### src/rtl/fifo_pkg.sv
// Shared definitions for the single-clock FIFO family.
// Read-mode selectors and sizing helpers.
package fifo_pkg;

  localparam int FIFO_MODE_STD  = 0;
  localparam int FIFO_MODE_FWFT = 1;

  function automatic int clog2(input int v);
    int r;
    r = 0;
    while ((1 << r) < v) r++;
    return r;
  endfunction

  function automatic int depth(input int asize);
    return 1 << asize;
  endfunction

endpackage

### src/rtl/fifo2_mem.sv
// FIFO storage: DEPTH x DSIZE array.
// Synchronous write with enable, asynchronous read.
module fifo2_mem
  import fifo_pkg::*;
#(
  parameter int DSIZE = 8,
  parameter int ASIZE = 4
) (
  input  logic             clk,
  input  logic             i_we,
  input  logic [ASIZE-1:0] i_waddr,
  input  logic [DSIZE-1:0] i_wdata,
  input  logic [ASIZE-1:0] i_raddr,
  output logic [DSIZE-1:0] o_rdata
);

  localparam int DEPTH = depth(ASIZE);

  logic [DSIZE-1:0] r_mem [DEPTH];

  always_ff @(posedge clk) begin
    if (i_we) r_mem[i_waddr] <= i_wdata;
  end

  assign o_rdata = r_mem[i_raddr];

endmodule

### src/rtl/fifo2.sv
// Single-clock FIFO with count, almost flags, sticky errors,
// synchronous flush and selectable standard / FWFT read.
module fifo2
  import fifo_pkg::*;
#(
  parameter int DSIZE     = 8,
  parameter int ASIZE     = 4,
  parameter int AFULL_TH  = 12,
  parameter int AEMPTY_TH = 4,
  parameter int FWFT      = 0
) (
  input  logic             clk,
  input  logic             rst,
  input  logic             flush,
  input  logic [DSIZE-1:0] wdata,
  input  logic             winc,
  input  logic             rinc,
  output logic [DSIZE-1:0] rdata,
  output logic             wfull,
  output logic             rempty,
  output logic             afull,
  output logic             aempty,
  output logic [ASIZE:0]   count,
  output logic             overflow,
  output logic             underflow
);

  localparam logic [ASIZE:0] LP_AF = (ASIZE+1)'(AFULL_TH);
  localparam logic [ASIZE:0] LP_AE = (ASIZE+1)'(AEMPTY_TH);

  logic [ASIZE:0]   r_wptr;
  logic [ASIZE:0]   r_rptr;
  logic             r_ovf;
  logic             r_unf;
  logic             w_wen;
  logic             w_ren;
  logic [DSIZE-1:0] w_mem_rdata;

  assign count  = r_wptr - r_rptr;
  assign rempty = (r_wptr == r_rptr);
  assign wfull  = (r_wptr[ASIZE-1:0] == r_rptr[ASIZE-1:0]) &&
                  (r_wptr[ASIZE] != r_rptr[ASIZE]);
  assign afull  = (count >= LP_AF);
  assign aempty = (count <= LP_AE);

  // Accepts use registered flags only: a same-cycle pop never frees a full slot.
  assign w_wen = winc & ~wfull & ~flush & ~rst;
  assign w_ren = rinc & ~rempty & ~flush & ~rst;

  assign overflow  = r_ovf;
  assign underflow = r_unf;

  always_ff @(posedge clk) begin
    if (rst) begin
      r_wptr <= '0;
      r_rptr <= '0;
      r_ovf  <= 1'b0;
      r_unf  <= 1'b0;
    end else if (flush) begin
      r_wptr <= '0;
      r_rptr <= '0;
    end else begin
      if (w_wen) r_wptr <= r_wptr + 1'b1;
      if (w_ren) r_rptr <= r_rptr + 1'b1;
      if (winc & wfull) r_ovf <= 1'b1;
      if (rinc & rempty) r_unf <= 1'b1;
    end
  end

  fifo2_mem #(
    .DSIZE (DSIZE),
    .ASIZE (ASIZE)
  ) u_mem (
    .clk     (clk),
    .i_we    (w_wen),
    .i_waddr (r_wptr[ASIZE-1:0]),
    .i_wdata (wdata),
    .i_raddr (r_rptr[ASIZE-1:0]),
    .o_rdata (w_mem_rdata)
  );

  generate
    if (FWFT == FIFO_MODE_FWFT) begin : g_fwft
      assign rdata = w_mem_rdata;
    end else begin : g_std
      logic [DSIZE-1:0] r_rdata;
      always_ff @(posedge clk) begin
        if (rst) r_rdata <= '0;
        else if (w_ren) r_rdata <= w_mem_rdata;
      end
      assign rdata = r_rdata;
    end
  endgenerate

endmodule

### config.mk
export PLATFORM = sky130hd
export DESIGN_NAME = fifo2
export DESIGN_NICKNAME = d
export VERILOG_FILES = /design/src/rtl/fifo_pkg.sv /design/src/rtl/fifo2_mem.sv /design/src/rtl/fifo2.sv
export SDC_FILE = /design/constraint.sdc
export NUM_CORES = 1
export LEC_CHECK = 0
export BUFFER_PORTS_ARGS = -buffer_cell sky130_fd_sc_hd__buf_2
export CORE_ASPECT_RATIO = 1.1
export CORE_UTILIZATION = 40
export DETAILED_ROUTE_END_ITERATION = 10
export PLACE_DENSITY = 0.65
export SYNTH_ARGS = -nofsm -noshare
export SYNTH_HDL_FRONTEND = slang
export SYNTH_HIERARCHICAL = 1
export SYNTH_SLANG_ARGS = --single-unit
### constraint.sdc
create_clock -name clk -period 3.85 [get_ports clk]
set_input_delay 0.77 -clock clk [delete_from_list [all_inputs] [get_ports clk]]
set_output_delay 0.77 -clock clk [all_outputs]
set_load 0.05 [all_outputs]
==> metrics.md, run 1 <==
| Metric | Value |
|---|---|
| Outcome | finished clean |
| RSZ-0062 raised after global routing | false |
| Root Driver | clkbuf_16 |
| Register area | 4250 um2 |
| CP startpoint kind | flip-flop |
| Commonest non-fill, non-tap cell in the layout | edfxtp_1 |
| Ys async rst share | 0% |
| Final #Nets | 405 |
| P&R area growth vs syn | 15.8% |
| PwrDens | 482 nW/um2 |
| TritonCTS clock tree | built |
| Dpl ws | 0.715 ns |
| Max_cap viols | 0 |
| Row cnt | 46 |
| Die H | 130 um |
| Syn Inst Count | 333 |
| Synth area leaders | edfxtp_1 64%, mux4_2 6.8%, dfxtp_1 6.7%, mux4_1 6.1%, nor2_1 2.3% |
| Via count | 3,133 |
| Final Skew | 0.00705 ns |
| Overall power | 3.35 mW |
| Setup Crit Path Kind | flip-flop to output port |
| Fin Setup TNS | 0 ns |
| Seq/Total Area, Yosys | 70.7% |
| P_leak | 2.39 nW |
| Post-synth EDFFs | 128 |
| Detailed Route Iter0 Violations | 224 |
| Share of the synthesized area in the top cell type | 64.1% |
| Postcts setup bufs | 0 |
| Post-CTS resize count | 0 |
| Die W | 119 um |
| Syn Nets | 353 |
| Worst path arrival time | 2.62 ns |
| Routed Antenna Nets | 0 |
| Synthesized area per cell | 18.0 um2 |
| Initial core utilization | 41.2% |
| Register bit total from synthesis | 148 |
| Drt via density | 5.32 |
| CTS H-tree lvls | 4 |
| Largest net degree at the start of global routing | 37 |
| Post-DP HPWL | 7720 um |
| Longest Clk Path Bufs | 2 |
| Period utilization | 88.1% |
| Critical Path RT | 3.08 ns |
| Area leader, netlist | edfxtp_1 |
| Fill cell count | 1,230 |
| Max-slew violations | 0 |
| Clk_lat worst skew | 0.42 ns |
| Synth Flop Type | edfxtp_1 |
| Util after Layout | 47.7% |
| VDD IR max | 0.298 mV |
| Ys Warns | 6 |
| Synthesized area | 6000 um2 |
| I/O Pins | 32 |
| Sequential Power Share | 52.3% |
| Area of the core | 14,600 um2 |
| Final hold violations | 0 |
| Hold WS | 0.491 ns |
| HP Class | flip-flop to flip-flop |
| CTS Buf Count | 17 |
| PortBufs | 31 |
| Total track usage | 17.0% |
| Internal cell power | 2.67 mW |
| Antenna diode instance count | 0 |
| Grt total ovfl | 0 |
| DRC | 0 |
| Global-route wire length before repair | 18,400 um |
| Hold buffers post-CTS | 0 |
| DIE AREA | 15,500 um2 |
| P_sw | 678 uW |
| Setup violations, final | 0 |
| Clock sinks | 148 |
| Pre-antenna DRT Iters | 4 |
| Antenna violations before repair | 0 |
| Crit path time final | 3.39 ns |
| Distinct cells, synth | 39 |
| CTS clk-pin slew, worst paths | 0.06 ns |
| Placer Congestion | 0.859 |
| Setup WS post-layout | 0.457 ns |
| Commonest cells after routing, fill and taps aside | 128 x edfxtp_1, 36 x nor2_1, 31 x buf_2, 19 x dfxtp_1, 18 x mux4_2 |
| Worst-path fanout max | 10 |
| Worst slew pin tran | 0.989 ns |
| Setup crit end kind | output port |
| Routed WL | 12,000 um |
| F_max | 295 MHz |
| Multi-input combinational cell area | 1640 um2 |
| Slew headroom | 33.8% |
| Vias in the first global route | 3,158 |
| Logic gate share of total power | 3.4% |
| Clock group share of total power | 44.3% |
| Layout cells sized above 1 | 24.4% |
| Sw Share | 20.2% |
| DR WL/cell | 20.5 um |
critical path, stage by stage (launching register included):
cell and delay (ns):
dfxtp_1 0.50, inv_1 0.13, ha_1 0.25, fa_1 0.41, nand2b_1 0.16, a21oi_1 0.17, xnor2_1 0.21, a21o_1 0.12
buf_2 0.25
synthesized netlist by cell type, types with 2 or more instances:
| cell | number |
|---|---|
| nor2_1 | 36 |
| buf_6 | 3 |
| nor2b_1 | 3 |
| buf_2 | 3 |
| nand4_1 | 4 |
| dfxtp_1 | 20 |
| clkdlybuf4s25_2 | 3 |
| xnor2_1 | 8 |
| a22oi_1 | 16 |
| clkbuf_1 | 2 |
| mux2i_1 | 10 |
| nand3_1 | 2 |
| ha_1 | 6 |
| mux4_2 | 18 |
| edfxtp_1 | 128 |
| a21oi_1 | 7 |
| nand2_1 | 11 |
| inv_1 | 8 |
| nand2b_1 | 3 |
| o21ai_0 | 3 |
| xor2_1 | 2 |
| nand3b_1 | 2 |
| nor3_1 | 4 |
| or3_1 | 2 |
| o21ai_2 | 2 |
| mux4_1 | 14 |
logic make-up (layout without fill, tap and decap cells):
group                      Yosys count  in the layout  share of synthesized area (%)
xor gates and xnor gates            11             11                           1.73
buffers and inverters               20             84                           2.06
AOI/OAI and AO/OA                   33             33                           3.75
and+or+nand+nor                     72             72                           5.57
adders and majority gates            7              7                           1.58
DFF                                148            148                           70.7
muxes                               42             42                           14.6
flip-flops by register name, indices dropped and copies added, names as in the netlist:
register	cells
overflow	1
r_rptr	5
r_wptr	5
rdata	8
u_mem/r_mem	128
underflow	1
power by group through the flow:
| stage | combinational (mW) | clock, mW | sequential (mW) |
|---|---|---|---|
| 2_1_floorplan | 0.0632 | 0 | 1.79 |
| 3_3_place_gp | 0.113 | 0 | 1.79 |
| 3_5_place_dp | 0.117 | 0 | 1.79 |
| 4_1_cts | 0.117 | 1.52 | 1.75 |
| 5_1_grt | 0.124 | 1.59 | 1.75 |
| 6_report | 0.115 | 1.48 | 1.75 |
routing by layer:
metal	wire length, um	part of all wire [%]	global-route usage (%)
met4	226	1.9	7.30
met5	0	0	0
met1	4920	41	20.4
met3	715	5.9	4.56
met2	6190	51	29.2
path summary, 6_finish.rpt:
check            start           endpoint  slack, ns  cells after the start
min           overflow           overflow       0.49                      2
min reg2reg   overflow           overflow       0.49                      2
max reg2reg  r_wptr[0]  u_mem/r_mem[2][3]       0.67                      7
max          r_wptr[0]              afull       0.46                      8
layout make-up:
cell class	instances	share of cell area (%)
tap	192	3.46
sequential	148	61.1
multi-input combinational	165	23.6
timing repair buffer	45	3.75
clock buffer	20	6.43
inverter	8	0.432
clock inverter	11	1.28
stage by stage:
stage	cells	area, um2
6_report	589	6950
5_1_grt	589	6950
4_1_cts	589	6950
3_5_place_dp	558	6410
3_3_place_gp	558	6410
2_1_floorplan	333	6000
Note: power is estimated with default switching activity, not from simulation.
==> run 2, diff against run 1 <==
ABC_AREA = 1   (was not set)
==> metrics.md, run 2 <==
| Metric | Value |
|---|---|
| P&R area growth vs syn | 11.0% |
| Max_cap viols | 0 (unchanged) |
| Antenna diode instance count | 0 (unchanged) |
| DRC | 1 (+1) |
| Drt via density | 4.89 (-8.1%) |
| Area of the core | 17,000 um2 (+16%) |
| Internal cell power | 2.58 mW (-3.5%) |
| Synth Flop Type | edfxtp_1 |
| Hold Path Sink | rdata[4] |
| Setup Crit Path Kind | flip-flop to output port |
| Critical Path RT | 3.08 ns (about the same) |
| PortBufs | 31 (unchanged) |
| Critical Path Start | r_wptr[0] |
| Final Skew | 0.00919 ns (+0.00214 ns) |
| Clock group share of total power | 43.7% (-0.6 points) |
| Syn Nets | 723 (+100%) |
| Hold path depth | 2 (unchanged) |
| Worst path arrival time | 2.45 ns (-0.17 ns) |
| Logic gate share of total power | 2.8% (-0.6 points) |
| I/O Pins | 32 (unchanged) |
| Die H | 140 um (+7.1%) |
| Slew headroom | 26.2% (-7.6 points) |
| Crit path time final | 3.22 ns (-0.173 ns) |
| Initial core utilization | 40.7% (-0.49 points) |
| Commonest non-fill, non-tap cell in the layout | nand2_1 |
| Fin Setup TNS | 0 ns (unchanged) |
| Max-slew violations | 0 (unchanged) |
| Worst slew pin tran | 1.11 ns (+0.118 ns) |
| Syn Inst Count | 703 (+110%) |
| Final hold violations | 0 (unchanged) |
| Synth area leaders | edfxtp_1 56%, nand2_1 11%, nand3_1 8.7%, inv_1 6.3%, dfxtp_1 5.8% |
| PwrDens | 427 nW/um2 (-11%) |
| Share of the synthesized area in the top cell type | 55.7% (-8.4 points) |
| Worst-path fanout max | 8 (-2) |
| Die W | 127 um (+7.1%) |
| Distinct cells, synth | 30 (-23%) |
| Finished Cell Area | 7660 um2 (+10%) |
| TritonCTS clock tree | built |
| Ys Warns | 6 (unchanged) |
| Ys async rst share | 0% (unchanged) |
| Commonest cells after routing, fill and taps aside | 203 x nand2_1, 128 x edfxtp_1, 120 x nand3_1, 116 x inv_1, 31 x buf_2 |
| Clock sinks | 148 (unchanged) |
| Grt total ovfl | 0 (unchanged) |
| Setup crit end kind | output port |
| Fill cell count | 1,561 (+27%) |
| Period utilization | 83.6% (-4.5 points) |
| Commonest cells in the netlist | 203 x nand2_1, 128 x edfxtp_1, 120 x nand3_1 |
| Compound-Gate Fraction of Synth Area | 2.32% (-1.4 points) |
| Main combinational cell family by area after synthesis | simple AND/OR/NAND/NOR gates |
| Global-route wire length before repair | 24,800 um (+35%) |
| Outcome | finished, violations left |
| Postcts setup bufs | 0 (unchanged) |
| Synthesized area per cell | 9.82 um2 (-46%) |
| Placed Instance Area | 7150 um2 (+12%) |
| DR WL/cell | 16.1 um (-21%) |
| Start of the worst register-to-register path | r_rptr[1] |
| CP startpoint kind | flip-flop |
| Mux cell area share after synthesis | 0% (-15 points) |
| CTS H-tree lvls | 4 (unchanged) |
| CTS Buf Count | 17 (unchanged) |
| CTS clk-pin slew, worst paths | 0.06 ns (about the same) |
| Area leader, netlist | edfxtp_1 |
| Detailed Route Iter0 Violations | 437 (+95%) |
| Total track usage | 19.1% (+2.1 points) |
| F_max | 311 MHz (+5.4%) |
| DIE AREA | 17,800 um2 (+15%) |
| Register area | 4250 um2 (unchanged) |
| Worst Hold Launch | rdata[4] |
| Post-CTS resize count | 0 (unchanged) |
| Seq/Total Area, Yosys | 61.5% (-9.2 points) |
| Routed Antenna Nets | 0 (unchanged) |
| Synthesized area | 6900 um2 (+15%) |
| Vias in the first global route | 4,670 (+48%) |
| Placer Congestion | 0.814 (-5.2%) |
| Register bit total from synthesis | 148 (unchanged) |
| Multi-input combinational cell area | 1970 um2 (+20%) |
| Dominant cell by count in the synthesized netlist | nand2_1 |
| Clk_lat worst skew | 0.42 ns (about the same) |
| FF-to-FF path depth | 9 (+2) |
| Post-synth EDFFs | 128 (unchanged) |
| Max reg flops | 128 (unchanged) |
| Crit Reg-Reg Endpoint | u_mem/r_mem[5][5] |
| Synth Area in Adders | 1.38% (-0.21 points) |
| Antenna violations before repair | 0 (unchanged) |
| Overall power | 3.27 mW (-2.4%) |
| Root Driver | clkbuf_16 |
| Sequential Power Share | 53.5% (+1.2 points) |
| Layout cells sized above 1 | 13.0% (-11 points) |
| Post-DP HPWL | 9940 um (+29%) |
| Top reg by flops | u_mem/r_mem |
| Pre-antenna DRT Iters | 10 (+6) |
| VDD IR max | 0.321 mV (+7.8%) |
| Post-Synth Simple-Gate Area | 24.5% (+19 points) |
| Longest Clk Path Bufs | 2 (unchanged) |
| P_sw | 691 uW (+2.0%) |
| Row cnt | 50 (+8.7%) |
| P_leak | 3.24 nW (+36%) |
| Final #Nets | 747 (+84%) |
| Via count | 4,759 (+52%) |
| HP Class | flip-flop to flip-flop |
| Setup violations, final | 0 (unchanged) |
| RSZ-0062 raised after global routing | false |
| Routed WL | 15,700 um (+30%) |
| Sw Share | 21.1% (+0.91 points) |
| Post-Synth XOR/XNOR Area | 0.381% (-1.4 points) |
| Largest net degree at the start of global routing | 70 (+89%) |
| R2R setup slack | 1.10 ns (+0.43 ns) |
| Violated checks | design-rule violations |
| Hold buffers post-CTS | 0 (unchanged) |
## run 2: cell count changes after synthesis, moves of 16 or more
cell,change
a22oi_1,-16
inv_1,+108
mux4_2,-18
nand2_1,+192
nand3_1,+118
nor2_1,-17
## run 2: worst max-delay path, cell delays in order, from the launching register on
cell,delay [ns]
dfxtp_1,0.46
inv_1,0.11
ha_1,0.24
fa_1,0.41
nand3b_1,0.19
nand2_1,0.08
nand2_1,0.04
nand2_1,0.07
inv_1,0.05
nor2_1,0.10
buf_2,0.27
## run 2: power groups by stage
stage          clock network (mW)  registers (mW)  logic, mW
3_3_place_gp                    0            1.78     0.0919
3_5_place_dp                    0            1.78     0.0938
4_1_cts                      1.45            1.75     0.0939
2_1_floorplan                   0            1.79     0.0448
6_report                     1.43            1.75     0.0923
5_1_grt                      1.52            1.75     0.0992
## run 2: through the flow
stage	util [%]	worst slack [ns]	instances	hold WS (ns)
finish	45.2	0.630	974	0.463
global route	45.2	0.476	974	0.483
CTS	45.2	0.621	974	0.465
detailed placement	42.2	1.08	942	0.455
global placement	42.2	1.15	942	0.451
floorplan	-	0.572	703	0.482
## run 2: cells by family after synthesis
group                      Yosys count
xor gates and xnor gates             3
and+or+nand+nor                    371
adders and majority gates            7
DFF                                148
AOI/OAI and AO/OA                   23
buffers and inverters              151
## run 2: metal layers
layer	GRT usage (%)	part of all wire [%]	vias up	routed length [um]
met5	0	0	-	0
met4	9.40	3.0	0	473
met3	4.84	6.4	31	1000
met2	31.1	49	172	7700
met1	23.6	41	2238	6510
li1	-	-	2318	-
## run 2: how the worst max path moves through the flow
stage | endpoint | cells past startpoint | slack, ns
after global routing | aempty | 10 | 0.48
after CTS | aempty | 10 | 0.62
after global placement | aempty | 10 | 1.15
final | aempty | 10 | 0.63
after detailed placement | aempty | 10 | 1.08
after floorplan | aempty | 7 | 0.57
## run 2: area by class of cell
class                           count  area share, %
Sequential cell                   148           55.4
Clock buffer                       22           5.80
Tap cell                          234           3.82
Inverter                          121           6.03
Clock inverter                     10          0.784
Timing Repair Buffer               35           2.42
Multi-Input combinational cell    404           25.7
==> run 3, diff against run 2 <==
clock period = 3.3 ns   (was 3.85 ns; I/O delays follow)
==> metrics.md, run 3 (synthesized netlist as in run 2, its figures left out) <==
| Metric | Value |
|---|---|
| Outcome | finished clean |
| Post-DP HPWL | 9420 um (-5.2%) |
| Fill cell count | 1,585 (+1.5%) |
| Hold path depth | 2 (unchanged) |
| DIE AREA | 17,800 um2 (unchanged) |
| Max-slew violations | 0 (unchanged) |
| Pre-antenna DRT Iters | 5 (-5) |
| P_leak | 3.36 nW (+3.6%) |
| DR WL/cell | 15.7 um (-2.8%) |
| Die W | 127 um (unchanged) |
| Top reg by flops | u_mem/r_mem |
| Placer Congestion | 0.786 (-3.5%) |
| Critical Path RT | 2.64 ns (-0.44 ns) |
| Fin Setup TNS | 0 ns (unchanged) |
| Antenna diode instance count | 0 (unchanged) |
| PwrDens | 511 nW/um2 (+20%) |
| Util after Layout | 46.2% (+1.1 points) |
| Setup Crit Path Kind | flip-flop to output port |
| Crit path time final | 3.08 ns |
| Vias in the first global route | 4,385 (-6.1%) |
| Wire length on met3 | 961 um (-4.3%) |
| RSZ-0062 raised after global routing | false |
| Layout cells sized above 1 | 15.2% (+2.3 points) |
| Die H | 140 um (unchanged) |
| CTS H-tree lvls | 4 (unchanged) |
| F_max | 324 MHz |
| Setup WS post-layout | 0.218 ns (-0.412 ns) |
| Worst slew pin tran | 0.766 ns (-0.341 ns) |
| Area of the core | 17,000 um2 (unchanged) |
| Detailed Route Iter0 Violations | 318 (-27%) |
| Setup violations, final | 0 (unchanged) |
| Clock sinks | 148 (unchanged) |
| Metal2 WL | 7580 um (-1.7%) |
| Crit Reg-Reg Endpoint | u_mem/r_mem[11][2] |
| Root Driver | clkbuf_16 |
| Commonest non-fill, non-tap cell in the layout | nand2_1 |
| Period utilization | 93.4% |
| Postcts setup bufs | 0 (unchanged) |
| Setup crit end kind | output port |
| Grt total ovfl | 0 (unchanged) |
| Worst Hold Launch | rdata[3] |
| CP startpoint kind | flip-flop |
| TritonCTS clock tree | built |
| Dpl ws | 0.675 ns (-0.404 ns) |
| Routed Antenna Nets | 0 (unchanged) |
| PortBufs | 31 (unchanged) |
| Via count | 4,775 (+0.34%) |
| Commonest cells after routing, fill and taps aside | 203 x nand2_1, 128 x edfxtp_1, 120 x nand3_1, 116 x inv_1, 31 x buf_2 |
| Worst path arrival time | 2.42 ns (-0.03 ns) |
| Final #Nets | 763 (+2.1%) |
| CTS Buf Count | 17 (unchanged) |
| Hold Path Sink | rdata[3] |
| Initial core utilization | 40.7% (unchanged) |
| Start of the worst register-to-register path | r_wptr[2] |
| Clk_lat worst skew | 0.43 ns (about the same) |
| Largest net degree at the start of global routing | 70 (unchanged) |
| Routed WL | 15,500 um (-1.3%) |
| I/O Pins | 32 (unchanged) |
| Global-route wire length before repair | 24,000 um (-3.1%) |
| HP Class | flip-flop to flip-flop |
| Hold buffers post-CTS | 0 (unchanged) |
| Total track usage | 18.4% (-0.68 points) |
| M1 WL | 6630 um (+1.9%) |
| Post-CTS resize count | 0 (unchanged) |
| CTS clk-pin slew, worst paths | 0.06 ns (about the same) |
| Overall power | 4.00 mW (+22%) |
| Final Skew | 0.00720 ns (-0.00199 ns) |
| Slew headroom | 48.9% (+23 points) |
| DRC | 0 (-1) |
| VDD IR max | 0.344 mV (+7.2%) |
| Final hold violations | 0 (unchanged) |
| Row cnt | 50 (unchanged) |
| Longest Clk Path Bufs | 2 (unchanged) |
| P&R area growth vs syn | 13.6% |
| FF-to-FF path depth | 8 (-1) |
| DR top layer | met4 |
| R2R setup slack | 0.89 ns (-0.21 ns) |
| Drt via density | 4.83 (-1.2%) |
| Worst-path fanout max | 8 (unchanged) |
| Max reg flops | 128 (unchanged) |
| Antenna violations before repair | 0 (unchanged) |
| Max_cap viols | 0 (unchanged) |
-- run 3: changes by cell type in the layout (fill, tap and decap cells not counted) --
cell        change
clkbuf_1        -4
clkinv_4        +2
buf_4          +16
clkinv_2        -1
bufinv_16       +2
clkinvlp_4      -1
inv_6           +1
-- run 3: power by group --
group          switching, mW  total [mW]  internal [mW]
combinational         0.0814       0.104         0.0222
clock                  0.756        1.86           1.10
sequential           0.00273        2.04           2.04
total                  0.840        4.00           3.16
-- run 3: per-stage QoR --
step                      cell area [um2]  hold slack [ns]  std cells
after CTS                            7840            0.463        989
after global placement               7270            0.453        958
after global routing                 7840            0.478        989
after floorplan                      6900            0.482        703
final                                7840            0.461        989
after detailed placement             7270            0.453        958
-- run 3: layout make-up --
cell class	instances	area (um2)	share of cell area, %
clock inverters	13	134	1.71
inverters	121	462	5.89
flip-flops and latches	148	4250	54.2
well taps	234	293	3.74
multi-input cells	404	1970	25.1
clock buffers	18	429	5.48
repair buffers	51	305	3.90
-- run 3: critical path: stages, from the launching register on --
cell and delay [ns]:
dfxtp_1 0.46, inv_1 0.11, ha_1 0.23, fa_1 0.41, nand3b_1 0.19, nand2_1 0.08, nand2_1 0.05, nand2_1 0.07
inv_1 0.05, nor2_1 0.09, buf_2 0.26
-- run 3: routing by layer --
layer  vias up  track usage (%)
met1      2238             23.7
met3        22             4.58
met4         0             6.58
met2       160             30.1
met5         -                0
li1       2355                -
-- run 3: how the worst max path moves through the flow --
stage / start / to / slack [ns] / cells past startpoint
6_report: r_wptr[0] / aempty / 0.22 / 10
5_1_grt: r_wptr[0] / aempty / 0.02 / 10
4_1_cts: r_wptr[0] / aempty / 0.22 / 10
3_5_place_dp: r_wptr[0] / aempty / 0.68 / 10
3_3_place_gp: r_wptr[0] / aempty / 0.73 / 10
2_1_floorplan: r_wptr[0] / aempty / 0.13 / 7
